**src/rtl/commit_trace_buffer_if.sv**
```systemverilog
// Commit-trace port bundle: retire-lane inputs,
// trace record output and drop status.
interface commit_trace_buffer_if #(
  parameter int XLEN  = 32,
  parameter int LANES = 2,
  parameter int DEPTH = 8,
  parameter int SEQ_W = 32
);
  localparam int LW = $clog2(DEPTH) + 1;

  logic [LANES-1:0]      cm_valid_i;
  logic [LANES*XLEN-1:0] cm_pc_i;
  logic [LANES*XLEN-1:0] cm_instr_i;
  logic [LANES*5-1:0]    cm_rd_addr_i;
  logic [LANES*XLEN-1:0] cm_rd_data_i;
  logic [LANES-1:0]      cm_mem_wrt_i;
  logic [LANES*XLEN-1:0] cm_mem_addr_i;
  logic [LANES*XLEN-1:0] cm_mem_data_i;
  logic                  cm_ready_o;

  logic                  out_valid_o;
  logic                  out_ready_i;
  logic [SEQ_W-1:0]      out_seq_o;
  logic [XLEN-1:0]       out_pc_o;
  logic [XLEN-1:0]       out_instr_o;
  logic [4:0]            out_rd_addr_o;
  logic [XLEN-1:0]       out_rd_data_o;
  logic                  out_mem_wrt_o;
  logic [XLEN-1:0]       out_mem_addr_o;
  logic [XLEN-1:0]       out_mem_data_o;

  logic [LW-1:0]         level_o;
  logic                  overflow_o;
  logic [15:0]           drop_cnt_o;
  logic                  clear_i;

  modport master (
    output cm_valid_i, cm_pc_i, cm_instr_i,
    output cm_rd_addr_i, cm_rd_data_i,
    output cm_mem_wrt_i, cm_mem_addr_i,
    output cm_mem_data_i, out_ready_i, clear_i,
    input  cm_ready_o, out_valid_o, out_seq_o,
    input  out_pc_o, out_instr_o, out_rd_addr_o,
    input  out_rd_data_o, out_mem_wrt_o,
    input  out_mem_addr_o, out_mem_data_o,
    input  level_o, overflow_o, drop_cnt_o
  );

  modport slave (
    input  cm_valid_i, cm_pc_i, cm_instr_i,
    input  cm_rd_addr_i, cm_rd_data_i,
    input  cm_mem_wrt_i, cm_mem_addr_i,
    input  cm_mem_data_i, out_ready_i, clear_i,
    output cm_ready_o, out_valid_o, out_seq_o,
    output out_pc_o, out_instr_o, out_rd_addr_o,
    output out_rd_data_o, out_mem_wrt_o,
    output out_mem_addr_o, out_mem_data_o,
    output level_o, overflow_o, drop_cnt_o
  );
endinterface

```
**src/rtl/commit_trace_buffer.sv**
```systemverilog
// Multi-lane retire-trace FIFO: compacts valid
// lanes in order, tags seq, drains one per cycle.
module commit_trace_buffer #(
  parameter int XLEN  = 32,
  parameter int LANES = 2,
  parameter int DEPTH = 8,
  parameter int SEQ_W = 32
) (
  input  logic clk_i,
  input  logic rst_i,
  commit_trace_buffer_if.slave bus
);
  localparam int AW = $clog2(DEPTH);
  localparam int PW = AW + 1;

  logic [PW-1:0]    wr_ptr, rd_ptr, level;
  logic [SEQ_W-1:0] next_seq;
  logic             overflow;
  logic [15:0]      drop_cnt;

  logic [XLEN-1:0]  pc_q   [DEPTH];
  logic [XLEN-1:0]  ins_q  [DEPTH];
  logic [4:0]       rda_q  [DEPTH];
  logic [XLEN-1:0]  rdd_q  [DEPTH];
  logic             mw_q   [DEPTH];
  logic [XLEN-1:0]  ma_q   [DEPTH];
  logic [XLEN-1:0]  md_q   [DEPTH];
  logic [SEQ_W-1:0] seq_q  [DEPTH];

  logic [AW-1:0] off   [LANES];
  logic [AW-1:0] waddr [LANES];
  logic [PW-1:0] cnt;
  logic [AW-1:0] raddr;
  logic          ready, any_v, push, drop;
  logic          valid, pop;

  assign ready = (level <= PW'(DEPTH - LANES));
  assign any_v = |bus.cm_valid_i;
  assign push  = ready & any_v;
  assign drop  = any_v & ~ready;
  assign valid = (level != '0);
  assign pop   = valid & bus.out_ready_i;
  assign raddr = rd_ptr[AW-1:0];

  // Compaction: each valid lane's slot is the
  // number of valid lanes below it.
  always_comb begin
    cnt = '0;
    for (int k = 0; k < LANES; k++) begin
      off[k]   = cnt[AW-1:0];
      waddr[k] = wr_ptr[AW-1:0] + cnt[AW-1:0];
      cnt      = cnt + PW'(bus.cm_valid_i[k]);
    end
  end

  // Record storage; zero-forced fields keep the
  // trace free of stale rd/store data.
  always_ff @(posedge clk_i) begin
    if (push) begin
      for (int k = 0; k < LANES; k++) begin
        if (bus.cm_valid_i[k]) begin
          pc_q[waddr[k]]  <= bus.cm_pc_i[k*XLEN +: XLEN];
          ins_q[waddr[k]] <= bus.cm_instr_i[k*XLEN +: XLEN];
          rda_q[waddr[k]] <= bus.cm_rd_addr_i[k*5 +: 5];
          rdd_q[waddr[k]] <=
            (bus.cm_rd_addr_i[k*5 +: 5] != 5'd0)
            ? bus.cm_rd_data_i[k*XLEN +: XLEN] : '0;
          mw_q[waddr[k]]  <= bus.cm_mem_wrt_i[k];
          ma_q[waddr[k]]  <= bus.cm_mem_wrt_i[k]
            ? bus.cm_mem_addr_i[k*XLEN +: XLEN] : '0;
          md_q[waddr[k]]  <= bus.cm_mem_wrt_i[k]
            ? bus.cm_mem_data_i[k*XLEN +: XLEN] : '0;
          seq_q[waddr[k]] <= next_seq + SEQ_W'(off[k]);
        end
      end
    end
  end

  // Pointers, occupancy, sequence and drop status.
  always_ff @(posedge clk_i) begin
    if (rst_i) begin
      wr_ptr   <= '0;
      rd_ptr   <= '0;
      level    <= '0;
      next_seq <= '0;
      overflow <= 1'b0;
      drop_cnt <= '0;
    end else begin
      if (push) begin
        wr_ptr   <= wr_ptr + cnt;
        next_seq <= next_seq + SEQ_W'(cnt);
      end
      if (pop) rd_ptr <= rd_ptr + PW'(1);
      level <= level + (push ? cnt : '0)
                     - (pop ? PW'(1) : '0);
      if (bus.clear_i) begin
        overflow <= 1'b0;
        drop_cnt <= '0;
      end else if (drop) begin
        overflow <= 1'b1;
        if (drop_cnt != 16'hFFFF)
          drop_cnt <= drop_cnt + 16'd1;
      end
    end
  end

  assign bus.cm_ready_o  = ready;
  assign bus.out_valid_o = valid;
  assign bus.level_o     = level;
  assign bus.overflow_o  = overflow;
  assign bus.drop_cnt_o  = drop_cnt;

  assign bus.out_seq_o      = valid ? seq_q[raddr] : '0;
  assign bus.out_pc_o       = valid ? pc_q[raddr]  : '0;
  assign bus.out_instr_o    = valid ? ins_q[raddr] : '0;
  assign bus.out_rd_addr_o  = valid ? rda_q[raddr] : '0;
  assign bus.out_rd_data_o  = valid ? rdd_q[raddr] : '0;
  assign bus.out_mem_wrt_o  = valid & mw_q[raddr];
  assign bus.out_mem_addr_o = valid ? ma_q[raddr]  : '0;
  assign bus.out_mem_data_o = valid ? md_q[raddr]  : '0;
endmodule

```
**src/flat_wrapper.sv**
```systemverilog
// flat-port wrapper written by rule: the top's interface ports become plain ports
module commit_trace_buffer_flat 
#(
  parameter int XLEN  = 32,
  parameter int LANES = 2,
  parameter int DEPTH = 8,
  parameter int SEQ_W = 32
)
  (clk_i, rst_i, bus_cm_valid_i, bus_cm_pc_i, bus_cm_instr_i, bus_cm_rd_addr_i, bus_cm_rd_data_i, bus_cm_mem_wrt_i, bus_cm_mem_addr_i, bus_cm_mem_data_i, bus_out_ready_i, bus_clear_i, bus_cm_ready_o, bus_out_valid_o, bus_out_seq_o, bus_out_pc_o, bus_out_instr_o, bus_out_rd_addr_o, bus_out_rd_data_o, bus_out_mem_wrt_o, bus_out_mem_addr_o, bus_out_mem_data_o, bus_level_o, bus_overflow_o, bus_drop_cnt_o);
  commit_trace_buffer_if #(.XLEN(XLEN), .LANES(LANES), .DEPTH(DEPTH), .SEQ_W(SEQ_W)) bus_i ();
  input  logic clk_i;
  input  logic rst_i;
  input wire logic [$bits(bus_i.cm_valid_i)-1:0] bus_cm_valid_i;
  input wire logic [$bits(bus_i.cm_pc_i)-1:0] bus_cm_pc_i;
  input wire logic [$bits(bus_i.cm_instr_i)-1:0] bus_cm_instr_i;
  input wire logic [$bits(bus_i.cm_rd_addr_i)-1:0] bus_cm_rd_addr_i;
  input wire logic [$bits(bus_i.cm_rd_data_i)-1:0] bus_cm_rd_data_i;
  input wire logic [$bits(bus_i.cm_mem_wrt_i)-1:0] bus_cm_mem_wrt_i;
  input wire logic [$bits(bus_i.cm_mem_addr_i)-1:0] bus_cm_mem_addr_i;
  input wire logic [$bits(bus_i.cm_mem_data_i)-1:0] bus_cm_mem_data_i;
  input wire logic [$bits(bus_i.out_ready_i)-1:0] bus_out_ready_i;
  input wire logic [$bits(bus_i.clear_i)-1:0] bus_clear_i;
  output wire logic [$bits(bus_i.cm_ready_o)-1:0] bus_cm_ready_o;
  output wire logic [$bits(bus_i.out_valid_o)-1:0] bus_out_valid_o;
  output wire logic [$bits(bus_i.out_seq_o)-1:0] bus_out_seq_o;
  output wire logic [$bits(bus_i.out_pc_o)-1:0] bus_out_pc_o;
  output wire logic [$bits(bus_i.out_instr_o)-1:0] bus_out_instr_o;
  output wire logic [$bits(bus_i.out_rd_addr_o)-1:0] bus_out_rd_addr_o;
  output wire logic [$bits(bus_i.out_rd_data_o)-1:0] bus_out_rd_data_o;
  output wire logic [$bits(bus_i.out_mem_wrt_o)-1:0] bus_out_mem_wrt_o;
  output wire logic [$bits(bus_i.out_mem_addr_o)-1:0] bus_out_mem_addr_o;
  output wire logic [$bits(bus_i.out_mem_data_o)-1:0] bus_out_mem_data_o;
  output wire logic [$bits(bus_i.level_o)-1:0] bus_level_o;
  output wire logic [$bits(bus_i.overflow_o)-1:0] bus_overflow_o;
  output wire logic [$bits(bus_i.drop_cnt_o)-1:0] bus_drop_cnt_o;
  assign bus_i.cm_valid_i = bus_cm_valid_i;
  assign bus_i.cm_pc_i = bus_cm_pc_i;
  assign bus_i.cm_instr_i = bus_cm_instr_i;
  assign bus_i.cm_rd_addr_i = bus_cm_rd_addr_i;
  assign bus_i.cm_rd_data_i = bus_cm_rd_data_i;
  assign bus_i.cm_mem_wrt_i = bus_cm_mem_wrt_i;
  assign bus_i.cm_mem_addr_i = bus_cm_mem_addr_i;
  assign bus_i.cm_mem_data_i = bus_cm_mem_data_i;
  assign bus_i.out_ready_i = bus_out_ready_i;
  assign bus_i.clear_i = bus_clear_i;
  assign bus_cm_ready_o = bus_i.cm_ready_o;
  assign bus_out_valid_o = bus_i.out_valid_o;
  assign bus_out_seq_o = bus_i.out_seq_o;
  assign bus_out_pc_o = bus_i.out_pc_o;
  assign bus_out_instr_o = bus_i.out_instr_o;
  assign bus_out_rd_addr_o = bus_i.out_rd_addr_o;
  assign bus_out_rd_data_o = bus_i.out_rd_data_o;
  assign bus_out_mem_wrt_o = bus_i.out_mem_wrt_o;
  assign bus_out_mem_addr_o = bus_i.out_mem_addr_o;
  assign bus_out_mem_data_o = bus_i.out_mem_data_o;
  assign bus_level_o = bus_i.level_o;
  assign bus_overflow_o = bus_i.overflow_o;
  assign bus_drop_cnt_o = bus_i.drop_cnt_o;
  commit_trace_buffer #(.XLEN(XLEN), .LANES(LANES), .DEPTH(DEPTH), .SEQ_W(SEQ_W)) u_core (.clk_i(clk_i), .rst_i(rst_i), .bus(bus_i));
endmodule
```
**config.mk**
```make
export PLATFORM = sky130hd
export DESIGN_NAME = commit_trace_buffer_flat
export DESIGN_NICKNAME = d
export VERILOG_FILES = /design/src/rtl/commit_trace_buffer_if.sv /design/src/rtl/commit_trace_buffer.sv /design/src/flat_wrapper.sv
export SDC_FILE = /design/constraint.sdc
export NUM_CORES = 2
export LEC_CHECK = 0
export CAP_MARGIN = 20
export CORE_MARGIN = 5
export CORE_UTILIZATION = 30
export CTS_CLUSTER_DIAMETER = 50
export DETAILED_ROUTE_END_ITERATION = 8
export HOLD_SLACK_MARGIN = 0.06
export PLACE_DENSITY_LB_ADDON = 0.08
export SLEW_MARGIN = 20
export SYNTH_ARGS = -nofsm -noshare
export SYNTH_HDL_FRONTEND = slang
export SYNTH_SLANG_ARGS = --single-unit
```
**constraint.sdc**
```tcl
create_clock -name clk_i -period 46.3 [get_ports clk_i]
set_input_delay 13.89 -clock clk_i [delete_from_list [all_inputs] [get_ports clk_i]]
set_output_delay 13.89 -clock clk_i [all_outputs]
set_load 0.01 [all_outputs]
```
==> run metrics <==
run status=completed; Initial DRT Pass Iterations=6; total gr overflow=0; maximum VDD drop=0.04857 mV; Clock Latency Late Sink=0.87 ns; Max Freq=52.33 MHz; Tot Pwr=5.529 mW; hold-fix buffers at CTS=0; Total Routing Usage GR=0.2079; clock network power share=0.364; Final HPWL DP=171,600 um; CTS clk-pin slew, worst paths=0.05 ns; Ports=559; Worst Setup Start Kind=register; worst setup path end=bus_out_mem_data_o[31]; share of layout cells above drive strength 1=0.1198; die height=539.8 um; Synth Flop Type=edfxtp_1; global-route wire length before repair=447,300 um; fill cell count=27,090; FF-to-FF End=u_core.pc_q[4][27]; largest net degree at the start of global routing=221; PwrDens=54.83 nW/um^2; Critical R2R Launch=u_core.bus.level_o[3]; clk root buf=clkbuf_16; Max Slew Vio Count=0; Mapped Nets=7,934; Reg2Reg Setup Slack=40.95 ns; endpoints failing hold=0; fin area=100,800 um^2; final-report setup violation count=0; Area Overhead vs Synth=19.77%; Post-Syn Area=84,200 um^2; CTS-repair resized insts=0; number of flops mapped to enable cells by yosys=1,584; Sink Count=1,646; Worst Tran Pin Value=1.123 ns; Yosys reg bits=1,646; post-CTS setup buffer count=0; syn avg cell area=11.12 um^2; TritonCTS clock tree=built; Clock H-tree levels=5; CTS buffer count=269; Reg2Reg Depth=9; Mapped Cells=7,575; routability-driven placement congestion ratio=0.7433; placed cell areas=92,000 um^2; Internal=3.754 mW; Sw Share=0.3211; combinational power share=0.288; Layout Skew=0.04595 ns; Routed WL per cell=26.77 um; Final TNS setup=0 ns; drc violations=0; initial antenna violation count=53; synth top area cells=edfxtp_1 56%, mux4_2 11%, nand2_1 10%; Lkg Pwr=34.45 nW; Die Wd=539.8 um; Crit path arrival time=5.22 ns; Die ar.=291,400 um^2; Flop pwr share=0.348; fraction of registers with async set or reset after synthesis=0; count of different cell masters after synthesis=55; post-synth top area share=0.5649; CP required=32.41 ns; Tmin final=19.11 ns; # port buffers=558; total number of vias=59,270; DRT Wirelength=311,600 um; Via density=5.092; CP Class=register to output port; clk buf depth=4; class of the worst hold path=register to register; RSZ-0062 raised after global routing=false; post-route ant nets=0; Yosys top cell by area=edfxtp_1; post-synthesis sequential area ratio=0.5796; relative slew slack=0.2484; Worst Setup End Kind=output port; layout net count=8,055; Row Count=194; YS warnings=0; Final Cycle Share=0.4128; DRT iter0 DRCs=5,320; initial core utilization=0.3014; CP Max Fanout=59; max_cap viols=0; vias in the first global route=60,200; core area=279,400 um^2; Psw=1.776 mW
[per-stage QoR]
stage	setup WS [ns]	util	hold WS [ns]	std cells
after floorplan	15.61	-	0.4779	7575
after global placement	26.62	0.3293	0.4708	11150
after detailed placement	26.51	0.3293	0.4764	11150
after CTS	27.01	0.3608	0.4926	11630
after global routing	26.92	0.3609	0.5351	11630
final	27.19	0.3610	0.4864	11640
[synthesized netlist by cell type, types with 62 or more instances]
master	count
nand3_1	550
buf_2	222
clkbuf_1	323
buf_1	149
dfxtp_1	62
xor2_1	173
clkbuf_2	72
nor2_1	423
xnor2_1	108
o21ai_0	683
mux2i_1	199
nand2_1	2245
edfxtp_1	1584
o21ai_1	105
mux4_2	396
[layout make-up]
cell class	count	area (um^2)	area share
Sequential cell	1646	48820	0.4841
Multi-Input combinational cell	5083	31790	0.3152
Clock buffer	322	7099	0.07040
Timing Repair Buffer	676	6656	0.06600
Tap cell	3724	4659	0.04620
Clock inverter	155	1713	0.01699
Inverter	20	75.07	0.0007444
Antenna cell	14	35.03	0.0003474
[cells by family (layout without fill, tap and decap cells)]
group,Yosys count,after routing,synth area share
buf+inv,846,1173,0.04511
other cells,0,14,0
simple gates,3367,3367,0.1634
fa+ha+maj,21,21,0.003388
xor+xnor,281,281,0.02923
compound gates,817,817,0.04936
flops,1646,1646,0.5796
mux,597,597,0.1298
[worst min-delay path by stage]
stage,from,to,slack [ns],cells past startpoint
floorplan,u_core.wr_ptr[0],u_core.wr_ptr[0],0.48,2
finish,u_core.bus.overflow_o,u_core.bus.overflow_o,0.49,2
global placement,u_core.bus.overflow_o,u_core.bus.overflow_o,0.47,2
CTS,u_core.bus.overflow_o,u_core.bus.overflow_o,0.49,2
global route,u_core.bus.overflow_o,u_core.bus.overflow_o,0.54,2
detailed placement,u_core.bus.overflow_o,u_core.bus.overflow_o,0.48,2
[per-layer routing]
metal / GRT usage / vias to the layer above / share of wire
met4: 0.05284 / 44 / 0.025
met1: 0.2771 / 29730 / 0.43
met5: 0 / - / 0.00089
met3: 0.03771 / 466 / 0.062
met2: 0.3504 / 1959 / 0.48
li1: - / 27070 / -
[cells in the final DEF (no fill, tap or decap), drive strengths merged, types with 10 or more instances in the layout]
cell and instances:
clkinvlp 23, dfxtp 62, nand4 33, clkbuf 322, mux2i 199, clkdlybuf4s50 555, or3 11, and3 10
edfxtp 1584, diode 14, clkinv 86, and2 38, ha 18, inv 39, xnor2 108, o21ai 788
nor4 11, buf 121, mux4 396, nand2 2245, nor3 18, xor2 173, nand3 550, nor2 424
bufinv 27
[sequential cells by signal (all words and copies together), names as in the netlist, named ones only]
| signal | count |
|---|---|
| u_core.ins_q | 256 |
| u_core.ma_q | 256 |
| u_core.md_q | 256 |
| u_core.pc_q | 256 |
| u_core.rdd_q | 256 |
| u_core.seq_q | 256 |
| u_core.rda_q | 40 |
| u_core.next_seq | 32 |
| u_core.bus.drop_cnt_o | 16 |
| u_core.mw_q | 8 |
| u_core.bus.level_o | 4 |
| u_core.rd_ptr | 3 |
| u_core.wr_ptr | 3 |
| u_core.bus.overflow_o | 1 |
[power by group through the flow]
stage	clock, mW	sequential [mW]	combinational [mW]
after floorplan	0	2.03	0.882
after global placement	0	1.95	1.63
after detailed placement	0	1.95	1.63
after CTS	2.06	1.93	1.64
after global routing	2.12	1.94	1.72
final	2.01	1.92	1.59
[worst max-delay path: stages (launching register included)]
cell and delay [ns]:
dfxtp_4 0.83, buf_4 0.84, buf_4 0.93, mux4_2 0.39, mux2i_1 0.12, nor2_1 0.52
clkdlybuf4s50_1 0.65
Power figures use the tool's default switching activity.
